==> src/rtl/gpu_conf_regs_if.sv <==
// OBI request/response channel bundles for the GPU configuration register block.
// Request carries the address phase plus grant; response carries the read data phase.
interface obi_req_if;
    logic        req;
    logic        we;
    logic [3:0]  be;
    logic [31:0] addr;
    logic [31:0] wdata;
    logic        gnt;

    modport master (output req, output we, output be, output addr, output wdata, input gnt);
    modport slave  (input req, input we, input be, input addr, input wdata, output gnt);
endinterface

interface obi_rsp_if;
    logic        rvalid;
    logic [31:0] rdata;

    modport master (input rvalid, input rdata);
    modport slave  (output rvalid, output rdata);
endinterface

==> src/rtl/gpu_conf_regs.sv <==
// GPU configuration/status registers on an OBI slave port, with a small
// IDLE/RUN/DONE kernel sequencer and a saturating kernel cycle counter.
module gpu_conf_regs #(
    parameter int unsigned CNT_WIDTH     = 32,
    parameter int unsigned ADDR_DEC_BITS = 12
) (
    input  logic     clk_i,
    input  logic     rst_ni,
    obi_req_if.slave conf_regs_req,
    obi_rsp_if.slave conf_regs_rsp,
    input  logic     cu_end_i,
    output logic     gpu_en_o,
    output logic     start_o,
    output logic     busy_o,
    output logic     irq_o
);

    typedef enum logic [1:0] {StIdle, StRun, StDone} state_e;

    localparam logic [ADDR_DEC_BITS-1:0] OffCtrl   = ADDR_DEC_BITS'(32'h00);
    localparam logic [ADDR_DEC_BITS-1:0] OffStart  = ADDR_DEC_BITS'(32'h04);
    localparam logic [ADDR_DEC_BITS-1:0] OffStatus = ADDR_DEC_BITS'(32'h08);
    localparam logic [ADDR_DEC_BITS-1:0] OffCycles = ADDR_DEC_BITS'(32'h0C);
    localparam logic [ADDR_DEC_BITS-1:0] OffIrqEn  = ADDR_DEC_BITS'(32'h10);

    state_e                 state_q, state_d;
    logic [CNT_WIDTH-1:0]   cycles_q, cycles_d;
    logic                   ctrl_en_q, ctrl_en_d;
    logic                   irq_en_q, irq_en_d;
    logic                   start_q, start_d;
    logic                   rvalid_q;
    logic [31:0]            rdata_q, rdata_d;

    logic [ADDR_DEC_BITS-1:0] offset;
    logic                     wr_acc, rd_acc, be0;
    logic                     start_req, done_clr, en_clr;
    logic                     done, busy;
    logic [31:0]              rd_val;
    logic                     unused_bits;

    assign offset  = conf_regs_req.addr[ADDR_DEC_BITS-1:0];
    assign wr_acc  = conf_regs_req.req & conf_regs_req.we;
    assign rd_acc  = conf_regs_req.req & ~conf_regs_req.we;
    assign be0     = conf_regs_req.be[0];
    assign done    = (state_q == StDone);
    assign busy    = (state_q == StRun);

    assign start_req = wr_acc && offset == OffStart  && be0 && conf_regs_req.wdata[0];
    assign done_clr  = wr_acc && offset == OffStatus && be0 && conf_regs_req.wdata[1];
    assign en_clr    = wr_acc && offset == OffCtrl   && be0 && !conf_regs_req.wdata[0];

    assign unused_bits = ^{conf_regs_req.addr >> ADDR_DEC_BITS, conf_regs_req.be[3:1],
                           conf_regs_req.wdata[31:2]};

    // Every request is granted in the cycle it is presented.
    assign conf_regs_req.gnt = conf_regs_req.req;

    always_comb begin
        rd_val = '0;
        case (offset)
            OffCtrl:   rd_val = {31'b0, ctrl_en_q};
            OffStatus: rd_val = {30'b0, done, busy};
            OffCycles: rd_val = 32'(cycles_q);
            OffIrqEn:  rd_val = {31'b0, irq_en_q};
            default:   rd_val = '0;
        endcase
        rdata_d = rd_acc ? rd_val : '0;
    end

    always_comb begin
        state_d   = state_q;
        cycles_d  = cycles_q;
        start_d   = 1'b0;
        ctrl_en_d = ctrl_en_q;
        irq_en_d  = irq_en_q;

        if (wr_acc && offset == OffCtrl && be0) begin
            ctrl_en_d = conf_regs_req.wdata[0];
        end
        if (wr_acc && offset == OffIrqEn && be0) begin
            irq_en_d = conf_regs_req.wdata[0];
        end

        unique case (state_q)
            StIdle, StDone: begin
                if (start_req && ctrl_en_q) begin
                    state_d  = StRun;
                    cycles_d = '0;
                    start_d  = 1'b1;
                end else if (state_q == StDone && done_clr) begin
                    state_d = StIdle;
                end
            end
            StRun: begin
                // Completion beats a simultaneous disable; counter freezes on either exit.
                if (cu_end_i) begin
                    state_d = StDone;
                end else if (en_clr) begin
                    state_d = StIdle;
                end else if (cycles_q != '1) begin
                    cycles_d = cycles_q + CNT_WIDTH'(1);
                end
            end
            default: state_d = StIdle;
        endcase
    end

    always_ff @(posedge clk_i or negedge rst_ni) begin
        if (!rst_ni) begin
            state_q   <= StIdle;
            cycles_q  <= '0;
            ctrl_en_q <= 1'b0;
            irq_en_q  <= 1'b0;
            start_q   <= 1'b0;
            rvalid_q  <= 1'b0;
            rdata_q   <= '0;
        end else begin
            state_q   <= state_d;
            cycles_q  <= cycles_d;
            ctrl_en_q <= ctrl_en_d;
            irq_en_q  <= irq_en_d;
            start_q   <= start_d;
            rvalid_q  <= conf_regs_req.req;
            rdata_q   <= rdata_d;
        end
    end

    assign conf_regs_rsp.rvalid = rvalid_q;
    assign conf_regs_rsp.rdata  = rdata_q;
    assign gpu_en_o             = ctrl_en_q;
    assign start_o              = start_q;
    assign busy_o               = busy;
    assign irq_o                = done & irq_en_q;

endmodule

==> src/flat_wrapper.sv <==
// flat-port wrapper written by rule: the top's interface ports become plain ports
module gpu_conf_regs_flat 
#(
    parameter int unsigned CNT_WIDTH     = 32,
    parameter int unsigned ADDR_DEC_BITS = 12
)
  (clk_i, rst_ni, cu_end_i, gpu_en_o, start_o, busy_o, irq_o, conf_regs_req_req, conf_regs_req_we, conf_regs_req_be, conf_regs_req_addr, conf_regs_req_wdata, conf_regs_req_gnt, conf_regs_rsp_rvalid, conf_regs_rsp_rdata);
  obi_req_if conf_regs_req_i ();
  obi_rsp_if conf_regs_rsp_i ();
  input  logic clk_i;
  input  logic rst_ni;
  input  logic cu_end_i;
  output logic gpu_en_o;
  output logic start_o;
  output logic busy_o;
  output logic irq_o;
  input wire logic [$bits(conf_regs_req_i.req)-1:0] conf_regs_req_req;
  input wire logic [$bits(conf_regs_req_i.we)-1:0] conf_regs_req_we;
  input wire logic [$bits(conf_regs_req_i.be)-1:0] conf_regs_req_be;
  input wire logic [$bits(conf_regs_req_i.addr)-1:0] conf_regs_req_addr;
  input wire logic [$bits(conf_regs_req_i.wdata)-1:0] conf_regs_req_wdata;
  output wire logic [$bits(conf_regs_req_i.gnt)-1:0] conf_regs_req_gnt;
  output wire logic [$bits(conf_regs_rsp_i.rvalid)-1:0] conf_regs_rsp_rvalid;
  output wire logic [$bits(conf_regs_rsp_i.rdata)-1:0] conf_regs_rsp_rdata;
  assign conf_regs_req_i.req = conf_regs_req_req;
  assign conf_regs_req_i.we = conf_regs_req_we;
  assign conf_regs_req_i.be = conf_regs_req_be;
  assign conf_regs_req_i.addr = conf_regs_req_addr;
  assign conf_regs_req_i.wdata = conf_regs_req_wdata;
  assign conf_regs_req_gnt = conf_regs_req_i.gnt;
  assign conf_regs_rsp_rvalid = conf_regs_rsp_i.rvalid;
  assign conf_regs_rsp_rdata = conf_regs_rsp_i.rdata;
  gpu_conf_regs #(.CNT_WIDTH(CNT_WIDTH), .ADDR_DEC_BITS(ADDR_DEC_BITS)) u_core (.clk_i(clk_i), .rst_ni(rst_ni), .conf_regs_req(conf_regs_req_i), .conf_regs_rsp(conf_regs_rsp_i), .cu_end_i(cu_end_i), .gpu_en_o(gpu_en_o), .start_o(start_o), .busy_o(busy_o), .irq_o(irq_o));
endmodule
==> config.mk <==
export PLATFORM = sky130hd
export DESIGN_NAME = gpu_conf_regs_flat
export DESIGN_NICKNAME = d
export VERILOG_FILES = /design/src/rtl/gpu_conf_regs_if.sv /design/src/rtl/gpu_conf_regs.sv /design/src/flat_wrapper.sv
export SDC_FILE = /design/constraint.sdc
export NUM_CORES = 1
export LEC_CHECK = 0
export BUFFER_PORTS_ARGS = -buffer_cell sky130_fd_sc_hd__buf_2
export CORE_MARGIN = 2
export CORE_UTILIZATION = 51
export DETAILED_ROUTE_END_ITERATION = 8
export PLACE_DENSITY_LB_ADDON = 0.2
export SETUP_SLACK_MARGIN = 0.2
export SYNTH_ARGS = -nofsm -noshare
export SYNTH_HDL_FRONTEND = slang
export SYNTH_SLANG_ARGS = --single-unit
==> constraint.sdc <==
create_clock -name clk_i -period 2.8 [get_ports clk_i]
set_input_delay 0.14 -clock clk_i [delete_from_list [all_inputs] [get_ports clk_i]]
set_output_delay 0.14 -clock clk_i [all_outputs]
set_load 0.02 [all_outputs]
==> run_results.csv <==
group,metric,value,unit
outcome,outcome,"complete, no violations",
sta,min_period,2.26,ns
sta,hold_violations,0,
logic_synthesis,avgSynthCellArea,10.3,um2
critical_path,crit_type,"reg -> reg",
drt,ant_nets,0,
power,power.density,495,nW/um2
sta,slew_viol_final,0,
logic_synthesis,ys_ff_latch,70,
global_route,grt_start_max_net_pins,40,
global_route,grtUsageMet2,36.0,%
min_path,worstHoldPathCells,3,
sta,worst_pin_slew,0.861,ns
placed_design,port_buffers,57,
logic_synthesis,synth_nets,400,
critical_path,arrival,2.55,ns
clocking,clk_pin_slew_worst_paths,0.08,ns
logic_synthesis,syn_area,3370,um2
clocking,cts_buffers,9,
critical_path,cp-end-kind,"flop",
logic_synthesis,synth-edff-count,0,
global_route,grt_use_met3,4.96,%
clocking,cts_resized,0,
critical_path,cp_num_buf_inv,1,
logic_synthesis,ys.flop_type,"dfrtp_1",
critical_path,critPathTopFamily,"simple AND/OR/NAND/NOR gates",
floorplan,chipWidth,85.3,um
logic_synthesis,synth_warnings,0,
clocking,clk_latency,0.35,ns
critical_path,crit_path_start_kind,"flop",
drt,via_per_inst,5.96,
cells_and_area,postLayoutCoreUtil,62.5,%
logic_synthesis,synth.top_cell.area_share,52.0,%
min_path,holdCritPathClass,"in -> reg",
critical_path,slowest_delay,0.45,ns
drt,drc_errors,0,
sta,max_freq,442,MHz
run,maxCapViolCount,0,
global_route,antenna_found_initial,0,
power,p_leak,0.00190,uW
logic_synthesis,postSynthCellCount,326,
placed_design,hpwlAfterDp,4900,um
drt,dr_total_vias,2797,
global_route,use_met1,29.7,%
critical_path,cp.depth,7,
global_route,grt-busiest-layer,"met2",
clocking,clock_sinks,70,
logic_synthesis,synth.area.top_cells,"dfrtp_1 (52%), a31oi_1 (6.9%), and2_1 (5.9%), nand2_1 (2.7%), nand3_1 (2.4%)",
floorplan,die_area,7280,um2
sta,skew,0.00793,ns
cells_and_area,nets,461,
global_route,first_global_vias,2705,
drt,drt_iter0_drc,205,
clocking,postCtsSetupBuffers,0,
drt,wl,7530,um
critical_path,path_cells,"ha_1, nand3_2, nor4_4, nand4bb_2, buf_4, o21ai_1, a221o_1",
sta,period_share,80.9,%
critical_path,slowest_stage,"dfrtp_1",
floorplan,core-area,6390,um2
clocking,ctsHtreeMaxLevel,3,
floorplan,placementRows,29,
sta,relSlewSlack,42.6,%
logic_synthesis,async_flop_share,100,%
sta,rsz0062_at_grt,"no",
cells_and_area,drive_gt1_share,25.0,%
floorplan,io_pins,111,
clocking,hold_buffers,2,
critical_path,r2r.worst_path.cells,7,
global_route,grt_usage,22.6,%
clocking,tritoncts,"yes",
cells_and_area,n_antenna_cell,0,
sta,finalSetupViolCount,0,
drt,routedWlPerCell,16.1,um
placed_design,routabilityCongestion,0.883,
power,ir_drop,0.311,mV
global_route,overflow,0,
clocking,root_buffer,"clkbuf_8",
critical_path,cp_max_fo,17,
global_route,grt_pass1_wl,12900,um
logic_synthesis,ys_types,52,
logic_synthesis,yosysTopAreaCell,"dfrtp_1",
cells_and_area,area_growth,18.3,%
sta,fin_setup_tns,0,ns
floorplan,initial_core_util,52.8,%
logic_synthesis,seq_area_frac_synth,52.0,%
drt,dr.pass1.iters,4,
clocking,ctsLongestPathBuffers,2,
critical_path,required,3.08,ns
floorplan,die_h,85.3,um
==> report_power, final <==
| part | internal [uW] | switching (uW) |
|---|---|---|
| combinational | 18.9 | 34.6 |
| clock | 526 | 383 |
| sequential | 1010 | 0.172 |
==> worst reg2reg max path, cell delays in order (launching register included) <==
cell and delay, ns:
dfrtp_1 0.45, ha_1 0.29, nand3_2 0.17, nor4_4 0.35, nand4bb_2 0.23, buf_4 0.26
o21ai_1 0.23, a221o_1 0.22
==> cells by family (layout without fill, tap and decap cells) <==
group,Yosys count,count (layout),share of synthesized area [%]
and+or+nand+nor,151,151,27.0
AOI/OAI and AO/OA,70,70,14.6
DFF,70,70,52.0
buffers and inverters,29,95,4.49
muxes,5,5,1.56
adders and majority gates,1,1,0.371
==> worst paths after layout <==
| check | start | endpoint | slack, ns |
|---|---|---|---|
| setup / recovery | u_core.cycles_q[1] | u_core.cycles_q[28] | 0.54 |
| hold / removal | cu_end_i | u_core.state_q[1] | 0.02 |
| setup reg to reg | u_core.cycles_q[1] | u_core.cycles_q[28] | 0.54 |
| hold reg to reg | u_core.cycles_q[24] | u_core.cycles_q[24] | 0.50 |
| max in group asynchronous | rst_ni | u_core.cycles_q[2] | 1.70 |
| min in group asynchronous | rst_ni | u_core.conf_regs_rsp.rdata[25] | 0.44 |
==> cell usage after synthesis (2+ instances only) <==
cell type / instances
and2_1: 32
mux2i_1: 3
inv_1: 10
or3_1: 3
nand4_1: 12
nor4_1: 5
dfrtp_1: 70
and4_1: 5
nand2_1: 24
a31oi_1: 37
clkbuf_1: 7
nand3_1: 16
nor2_1: 13
a41oi_1: 2
a21oi_1: 2
buf_6: 4
nor2b_1: 2
o221ai_1: 4
buf_2: 6
mux2_2: 2
nand2b_1: 11
a31oi_2: 3
and3_1: 8
nor3_1: 7
o21ai_0: 8
o21a_1: 2
a221o_1: 3
==> cell usage in the layout, fill, tap and decap left out, types with 2 or more instances in the layout <==
cell type,synthesis,final
mux2i_1,3,3
o21ai_0,8,8
buf_2,6,57
and3_1,8,8
nor3_1,7,7
mux2_2,2,2
dfrtp_1,70,70
bufinv_16,0,2
buf_12,0,2
o221ai_1,4,4
nor2_1,13,13
and2_1,32,32
or3_1,3,3
a221o_1,3,3
clkbuf_8,0,10
a41oi_1,2,2
a21oi_1,2,2
dlygate4sd3_1,0,2
nand2_1,24,24
nand4_1,12,12
inv_1,10,10
nor4_1,5,4
a31oi_1,37,37
nand2b_1,11,11
o21a_1,2,2
and4_1,5,5
nor4_2,1,2
nand3_1,16,16
buf_4,1,8
a31oi_2,3,3
nor2b_1,2,2
clkinvlp_4,0,3
==> final cells by class <==
class	instances	area, um2
timing repair buffer	69	405
sequential	70	1750
tap	77	96.3
clock buffer	11	141
multi-input combinational	227	1470
clock inverter	5	82.6
inverter	10	37.5
fill	528	2400
==> layer usage <==
metal  part of all wire [%]  up-vias  wire (um)
met1                     45     1373       3390
met4                    1.7        0        126
met3                    4.4       14        333
li1                       -     1329          -
met5                      0        -          0
met2                     49       81       3680
==> flip-flops by register name (all words and copies together), names as in the netlist <==
name                         cells
u_core.conf_regs_rsp.rdata      32
u_core.cycles_q                 32
u_core.gpu_en_o                  1
u_core.irq_en_q                  1
u_core.start_o                   1
u_core.conf_regs_rsp.rvalid      1
u_core.state_q                   2
==> through the flow <==
stage	worst slack, ns	cells	total power (uW)	hold WS, ns	area (um2)
3_3_place_gp	0.559	451	1080	0.291	3740
3_5_place_dp	0.554	451	1080	0.312	3740
5_1_grt	0.413	469	2040	0.0348	3990
2_1_floorplan	0.797	326	1040	-0.156	3370
6_report	0.536	469	1970	0.0244	3990
4_1_cts	0.536	469	1990	0.0224	3990
Power figures use the tool's default switching activity.
